===== src/rtl/fetch_buffer_if.sv =====
// Packet type shared by fetch and dispatch, and the port bundle that joins the
// fetch stage, the fetch buffer and the dispatch stage.
package fetch_buffer_pkg;

  typedef struct packed {
    logic        valid;
    logic [31:0] inst;
    logic [31:0] pc;
  } if_id_packet_t;

endpackage

interface fetch_buffer_if #(
  parameter int FB_DEPTH = 8
);
  import fetch_buffer_pkg::*;

  localparam int CNT_W = $clog2(FB_DEPTH) + 1;

  // Handshake: a fetch group (slot 2 oldest, valid bits contiguous from slot 2
  // down) is taken on the rising edge where fetch_stall=0 and squash=0; it is
  // dropped otherwise and fetch must present it again. On dis_packet_out, each
  // valid slot is taken on that edge unless d_stall holds that slot or any
  // older one (bit i stalls slot i and all lower slots). squash discards both.
  if_id_packet_t [2:0]  if_packet_in;
  logic          [2:0]  d_stall;
  logic                 squash;
  if_id_packet_t [2:0]  dis_packet_out;
  logic                 fetch_stall;
  logic [CNT_W-1:0]     fb_count;

  // master: the fetch/dispatch side; slave: the buffer itself.
  modport master (
    output if_packet_in,
    output d_stall,
    output squash,
    input  dis_packet_out,
    input  fetch_stall,
    input  fb_count
  );

  modport slave (
    input  if_packet_in,
    input  d_stall,
    input  squash,
    output dis_packet_out,
    output fetch_stall,
    output fb_count
  );

endinterface


===== src/rtl/fetch_buffer.sv =====
// Circular instruction buffer between fetch and dispatch: up to three entries
// in and three out per cycle, presenting the oldest three with no added latency.
module fetch_buffer
  import fetch_buffer_pkg::*;
#(
  parameter int FB_DEPTH = 8
) (
  input  logic           clock,
  input  logic           reset,
  fetch_buffer_if.slave  fb
);

  localparam int PTR_W = $clog2(FB_DEPTH);
  localparam int CNT_W = PTR_W + 1;
  // Accepting a full group needs three free entries, i.e. count <= FB_DEPTH-3.
  localparam logic [CNT_W-1:0] STALL_LIMIT = CNT_W'(FB_DEPTH - 3);

  if (FB_DEPTH < 4 || (FB_DEPTH & (FB_DEPTH - 1)) != 0) begin : g_bad_depth
    $error("fetch_buffer: FB_DEPTH must be a power of two and at least 4");
  end

  if_id_packet_t    entries [FB_DEPTH];
  logic [PTR_W-1:0] head;
  logic [PTR_W-1:0] tail;
  logic [CNT_W-1:0] count;

  logic [2:0] in_valid;
  logic [1:0] enq_num;
  logic [1:0] enq_eff;
  logic [1:0] avail;
  logic [1:0] allowance;
  logic [1:0] deq_num;
  logic       do_enq;

  always_comb begin
    in_valid = '0;
    for (int i = 0; i < 3; i++) begin
      in_valid[i] = fb.if_packet_in[i].valid;
    end
  end

  assign enq_num = {1'b0, in_valid[2]} + {1'b0, in_valid[1]} + {1'b0, in_valid[0]};

  // Stall is judged on registered occupancy only; entries leaving this cycle
  // are not counted as free space.
  assign fb.fetch_stall = (count > STALL_LIMIT);
  assign do_enq         = !fb.fetch_stall && !fb.squash;
  assign enq_eff        = do_enq ? enq_num : 2'd0;

  always_comb begin
    avail = (count >= CNT_W'(3)) ? 2'd3 : count[1:0];
  end

  // The highest stalled slot blocks itself and every younger slot below it.
  always_comb begin
    casez (fb.d_stall)
      3'b1??:  allowance = 2'd0;
      3'b01?:  allowance = 2'd1;
      3'b001:  allowance = 2'd2;
      default: allowance = 2'd3;
    endcase
  end

  assign deq_num = (allowance < avail) ? allowance : avail;

  always_comb begin
    fb.dis_packet_out = '0;
    for (int k = 0; k < 3; k++) begin
      if (2'(k) < avail) begin
        fb.dis_packet_out[2-k]       = entries[head + PTR_W'(k)];
        fb.dis_packet_out[2-k].valid = 1'b1;
      end
    end
  end

  assign fb.fb_count = count;

  always_ff @(posedge clock) begin
    if (reset || fb.squash) begin
      head  <= '0;
      tail  <= '0;
      count <= '0;
    end else begin
      head  <= head + PTR_W'(deq_num);
      tail  <= tail + PTR_W'(enq_eff);
      count <= count + CNT_W'(enq_eff) - CNT_W'(deq_num);
    end
  end

  // Storage is not reset; an entry is only ever read after it has been written.
  always_ff @(posedge clock) begin
    if (do_enq && !reset) begin
      for (int i = 0; i < 3; i++) begin
        if (fb.if_packet_in[2-i].valid) begin
          entries[tail + PTR_W'(i)] <= fb.if_packet_in[2-i];
        end
      end
    end
  end

  a_count_bounded: assert property (@(posedge clock) disable iff (reset)
    count <= CNT_W'(FB_DEPTH));

endmodule


===== src/flat_wrapper.sv =====
// flat-port wrapper written by rule: the top's interface ports become plain ports
module fetch_buffer_flat import fetch_buffer_pkg::*;
#(
  parameter int FB_DEPTH = 8
)
  (clock, reset, fb_if_packet_in, fb_d_stall, fb_squash, fb_dis_packet_out, fb_fetch_stall, fb_fb_count);
  fetch_buffer_if #(.FB_DEPTH(FB_DEPTH)) fb_i ();
  input  logic clock;
  input  logic reset;
  input wire logic [$bits(fb_i.if_packet_in)-1:0] fb_if_packet_in;
  input wire logic [$bits(fb_i.d_stall)-1:0] fb_d_stall;
  input wire logic [$bits(fb_i.squash)-1:0] fb_squash;
  output wire logic [$bits(fb_i.dis_packet_out)-1:0] fb_dis_packet_out;
  output wire logic [$bits(fb_i.fetch_stall)-1:0] fb_fetch_stall;
  output wire logic [$bits(fb_i.fb_count)-1:0] fb_fb_count;
  assign fb_i.if_packet_in = fb_if_packet_in;
  assign fb_i.d_stall = fb_d_stall;
  assign fb_i.squash = fb_squash;
  assign fb_dis_packet_out = fb_i.dis_packet_out;
  assign fb_fetch_stall = fb_i.fetch_stall;
  assign fb_fb_count = fb_i.fb_count;
  fetch_buffer #(.FB_DEPTH(FB_DEPTH)) u_core (.clock(clock), .reset(reset), .fb(fb_i));
endmodule

===== config.mk =====
export PLATFORM = sky130hd
export DESIGN_NAME = fetch_buffer_flat
export DESIGN_NICKNAME = d
export VERILOG_FILES = /design/src/rtl/fetch_buffer_if.sv /design/src/rtl/fetch_buffer.sv /design/src/flat_wrapper.sv
export SDC_FILE = /design/constraint.sdc
export NUM_CORES = 2
export LEC_CHECK = 0
export CORE_ASPECT_RATIO = 2
export CORE_UTILIZATION = 27
export CTS_BUF_LIST = sky130_fd_sc_hd__clkbuf_16
export DETAILED_ROUTE_END_ITERATION = 12
export PLACE_DENSITY = 0.42
export SLEW_MARGIN = 20
export SYNTH_ARGS = -nofsm -noshare
export SYNTH_HDL_FRONTEND = slang
export SYNTH_SLANG_ARGS = --single-unit
export TNS_END_PERCENT = 50

===== constraint.sdc =====
create_clock -name clock -period 9.1 [get_ports clock]
set_input_delay 1.82 -clock clock [delete_from_list [all_inputs] [get_ports clock]]
set_output_delay 1.82 -clock clock [all_outputs]
set_load 0.01 [all_outputs]

After elaboration in Yosys (flattened, before gate mapping)
Memory sizes are Yosys's and may differ from the RTL's. A register that Yosys moved wholly into a read port is not among the register bits.
Cells that the tools add are included.
{ "totals": {"inputBits": 201, "register_bits": 10, "elab_cells": 45, "mem_bits_rw": 520, "output_inout_bits": 200, "latchBits": 0, "mem_bits_ro": 0, "n_memories": 1} }
{ "mem_list": {"columns": ["memory", "depth", "word_bits", "rd", "rd_clocked_by_memory_dff", "write_ports", "line_no", "rtl"], "rows": [
  ["u_core.entries", 8, 65, 3, 1, 3, "fetch_buffer.sv:22", "if_id_packet_t entries [FB_DEPTH];"]
]} }
{ "op_classes": {"reduce_logical": 6, "n_addsub": 10, "order_cmp": 6, "n_mux": 17, "bitwise": 0, "n_div": 0, "multipliers": 0, "shifts": 0, "eq_ne": 2} }
{ "ops": {"columns": ["operator", "count"], "rows": [
  ["two-way mux 65 bit", 3],
  ["two-way mux 1 bit", 9],
  ["adder 3 x 1 -> 3 bit, second input constant", 2],
  ["adder 3 x 2 -> 3 bit", 2],
  ["adder 3 x 2 -> 3 bit, second input constant", 2],
  ["two-way mux 2 bit", 3],
  ["case mux 2 bit (3 select lines)", 1],
  ["adder 4 x 2 -> 4 bit", 1],
  ["greater-or-equal comparator 4 x 2 -> 1 bit, second input constant", 1],
  ["greater-than comparator 4 x 3 -> 1 bit, second input constant", 1],
  ["less-than comparator 1 x 2 -> 1 bit, first input constant", 2],
  ["subtractor 4 x 2 -> 4 bit", 1],
  ["== test 3 x 1 -> 1 bit, second input constant", 1],
  ["zero test 1 bit", 3],
  ["two-way mux 3 bit", 1],
  ["adder 1 x 1 -> 2 bit", 1],
  ["adder 2 x 1 -> 2 bit", 1],
  ["== test 2 x 1 -> 1 bit, second input constant", 1],
  ["logical AND 1 bit", 2],
  ["less-than comparator 2 bit", 1],
  ["less-than comparator 2 bit, first input constant", 1],
  ["logical OR 1 bit", 1]
]} }

Depth between registers and ports, before layout
{ "logic_depth": {"word_depth": 6, "mapped_depth": 14, "depth_no_buf": 13} }

Least setup slack after synthesis
OpenSTA, ideal clock, no wires.
{ "synth_path": {"kind": "input-to-reg", "from": "input port fb_squash", "to": "memory u_core.entries[4][0] in the netlist's numbering, enable pin", "stages": 5, "setup_slack_ns": 1.211, "required_time_ns": 8.526, "path_buffers": 2, "setup_time_ns": 0.574, "t_arrival_ns": 7.314, "cell_sequence": "a211oi_2 -> nand4_1 -> buf_2 -> clkbuf_1 -> o21ai_0"} }
{ "synth_rtl": {"columns": ["element", "line_no", "rtl"], "rows": [
  ["start: declaration", "flat_wrapper.sv:12", "input wire logic [$bits(fb_i.squash)-1:0] fb_squash;"],
  ["end: declaration", "fetch_buffer.sv:22", null]
]} }

Worst setup path after layout
{ "layout_path": {"from": "register u_core.head[0]", "to": "output port fb_dis_packet_out[68]"} }
{ "layout_via": {"elab_chain_cells": 3} }
{ "layout_lines": {"columns": ["element", "line_no", "rtl"], "rows": [
  ["start: declaration", "fetch_buffer.sv:23", "logic [PTR_W-1:0] head;"],
  ["start signal: assignment", "fetch_buffer.sv:84", "head <= head + PTR_W'(deq_num);"],
  ["adder 3 x 1 -> 3 bit", "fetch_buffer.sv:70", "fb.dis_packet_out[2-k] = entries[head + PTR_W'(k)];"],
  ["memory read (8 x 65 bit)", null, null],
  ["two-way mux 65 bit", "fetch_buffer.sv:69", "if (2'(k) < avail) begin"],
  ["end: declaration", "flat_wrapper.sv:13", "output wire logic [$bits(fb_i.dis_packet_out)-1:0] fb_dis_packet_out;"]
]} }
Every way passes these cells.

==> impl_metrics.yaml <==
run_status:
  outcome: "complete, no violations"
power:
  p_leak_nw: 14.4
  p_total_mw: 9.13
  pwr_density_cell_mw_per_mm2: 193
  vdd_drop_max_mv: 0.165
timing:
  max_freq_mhz: 156
  clock_skew_ns: 0.0117
  layout_min_cycle_time_ns: 6.41
  slew_headroom: 0.0736
  slew_violations: 0
  hold_viol: 0
  setup-tns-final_ns: 0
  final-setup-viol-count: 0
  fin_crit_sh: 0.705
  worst_pin_slew_ns: 1.39
  rsz0062_at_grt: "false"
finish:
  fin_nets: 4130
  fillers: 15200
  multi_input_area_mm2: 0.0226
  regArea_mm2: 0.0156
  drive_above_1_share: 0.145
  area_growth_pct: 17.1
logic_synthesis:
  ys_types: 48
  syn-cell-area_mm2: 0.0404
  synth_area_per_cell_um2: 10.3
  yosys_warnings: 0
  synthCells: 3910
  syn-num-nets: 4128
  synth_edf_count: 512
  ys_ff_latch: 522
  ys.flop_type: "edfxtp_1"
  yosysSeqAreaShare: 0.385
  synthArstFlopShare: 0
detailed_routing:
  wl_met2_mm: 108
  wirelength_mm: 220
  wl_met3_mm: 19.7
  drt-met1-wl_mm: 79.1
  ant_nets: 0
  drt_pass1_iterations: 7
  routed_via_density: 6.57
  drt_iter0_markers: 4994
  vias: 38700
  routedWlPerCell_um: 37.3
  drcViolationCount: 0
  dr.max_layer_used: "met5"
worst_setup_path:
  path_class: "reg2out"
  r2r-end: "u_core.entries[6][25]"
  rr_startpoint: "u_core.tail[0]"
  crit_arrival_ns: 4.59
  cp-end-kind: "primary output"
  rrSetupSlack_ns: 4.55
  crit_required_ns: 7.28
  worstPathMaxFanout: 62
  start_kind: "register"
  rr_worst_depth: 8
clocking:
  clock_latency_ns: 0.66
  clk_pin_slew_ns: 0.06
  clockBufferDepth: 3
  clock_sinks: 522
  cts_hold_buf: 0
  root_buffer: "clkbuf_16"
  cts_resized: 0
  cts_tree: "done"
  h-tree-depth: 2
  cts_buffers: 55
  cts_setup_buffers: 0
worst_hold_path:
  hold_class: "reg2reg"
  min_to: "u_core.fb.fb_count[3]"
  hp-start: "u_core.fb.fb_count[3]"
  hold_depth: 4
placement:
  gp_congestion: 0.809
  io_buffer_count: 400
  dp_hpwl_mm: 126
floorplanning:
  rows: 200
  die_area_mm2: 0.151
  fp.dieW_um: 276
  start_util: 0.272
  die_h_um: 549
  core_area_mm2: 0.149
  ioPinCount: 401
job:
  max-cap-violations: 0
grt:
  grt.total_usage: 0.284
  grt_pass1_vias: 38800
  antenna_found_initial: 38
  grt_max_degree: 214
  grt_pass1_wl_mm: 304
  grt.overflow.total: 0
[critical path: stages (launching register included)]
cell             delay [ns]
dfxtp_4                0.83
ha_4                   0.78
buf_12                 0.48
mux4_2                 0.30
nand2_1                0.06
a21oi_1                0.67
clkdlybuf4s50_1        0.68
[Yosys cell counts, drive strengths merged (3+ instances only)]
library cell    n  area share
edfxtp        512        0.38
nand4           3     0.00046
a31oi         454       0.070
and2           10      0.0015
or2             4     0.00062
nor2          402       0.037
mux4          347        0.19
a2bb2oi       256       0.055
xor2            3     0.00065
fa              5      0.0025
a21oi         324       0.040
a41oi          60       0.013
nand3           4     0.00050
nand2         204       0.019
buf           173       0.024
dfxtp          10      0.0050
and3          108       0.017
o21ai         454       0.056
or4             3     0.00056
mux2i         130       0.032
o21bai          3     0.00056
inv            15      0.0014
clkbuf        379       0.037
xnor2           5      0.0011
ha             12      0.0037
or3             4     0.00062
nand2b          5     0.00077
nor4            7      0.0026
[sequential cells by signal, indices dropped and copies added, names as in the netlist]
signal / count
u_core.entries: 512
u_core.head: 3
u_core.tail: 3
u_core.fb.fb_count: 4
[metal layers]
layer / track usage / up-vias
li1: - / 15500
met1: 0.335 / 19800
met2: 0.485 / 2637
met3: 0.0538 / 668
met4: 0.145 / 50
met5: 0 / -
[area by class of cell]
cell class / count / area share
inverters: 15 / 0.00119
clock inverters: 44 / 0.00761
flip-flops and latches: 522 / 0.329
well taps: 1919 / 0.0507
repair buffers: 497 / 0.103
clock buffers: 57 / 0.0301
diodes: 16 / 0.000846
multi-input cells: 2821 / 0.478
[cell families (layout without fill, tap and decap cells)]
kind of cell / Yosys count / in the layout / synth area share
muxes: 478 / 478 / 0.226
AOI/OAI and AO/OA: 1560 / 1560 / 0.237
xor gates and xnor gates: 8 / 8 / 0.00173
DFF: 522 / 522 / 0.385
buffers and inverters: 567 / 613 / 0.0624
other: 0 / 16 / 0
and+or+nand+nor: 758 / 758 / 0.0814
adders and majority gates: 17 / 17 / 0.00619
[per-stage QoR]
| step | worst slack, ns | util | cells | instance area, µm² | hold slack (ns) |
|---|---|---|---|---|---|
| detailed placement | 3.18 | 0.306 | 5774 | 45500 | 0.714 |
| global route | 2.57 | 0.318 | 5878 | 47300 | 0.785 |
| CTS | 2.65 | 0.318 | 5875 | 47300 | 0.732 |
| finish | 2.69 | 0.319 | 5891 | 47300 | 0.727 |
| global placement | 3.23 | 0.306 | 5774 | 45500 | 0.717 |
| floorplan | 1.21 | - | 3910 | 40400 | 0.574 |
[worst max path at each step]
stage | from | to | cells past startpoint
floorplan | fb_squash | u_core.entries[4][0] | 5
global placement | fb_squash | u_core.entries[2][54] | 7
detailed placement | fb_squash | u_core.entries[1][30] | 7
CTS | u_core.head[0] | fb_dis_packet_out[68] | 6
global route | u_core.head[0] | fb_dis_packet_out[44] | 6
finish | u_core.head[0] | fb_dis_packet_out[68] | 6
[placed cells by master, fill, tap and decap left out, types with 130 or more instances in the layout]
cell type | Yosys | routed
nor2_1 | 401 | 398
mux4_2 | 347 | 347
a2bb2oi_1 | 256 | 256
a21oi_1 | 324 | 324
clkdlybuf4s50_1 | 0 | 399
o21ai_0 | 435 | 432
a31oi_1 | 454 | 454
nand2_1 | 204 | 202
edfxtp_1 | 512 | 512
mux2i_1 | 130 | 130
[power by group]
group / internal [mW] / switching (mW)
sequential: 2.76 / 0.106
combinational: 1.65 / 2.21
clock: 1.30 / 1.10
total: 5.71 / 3.41
(Power assumes the default switching activity.)
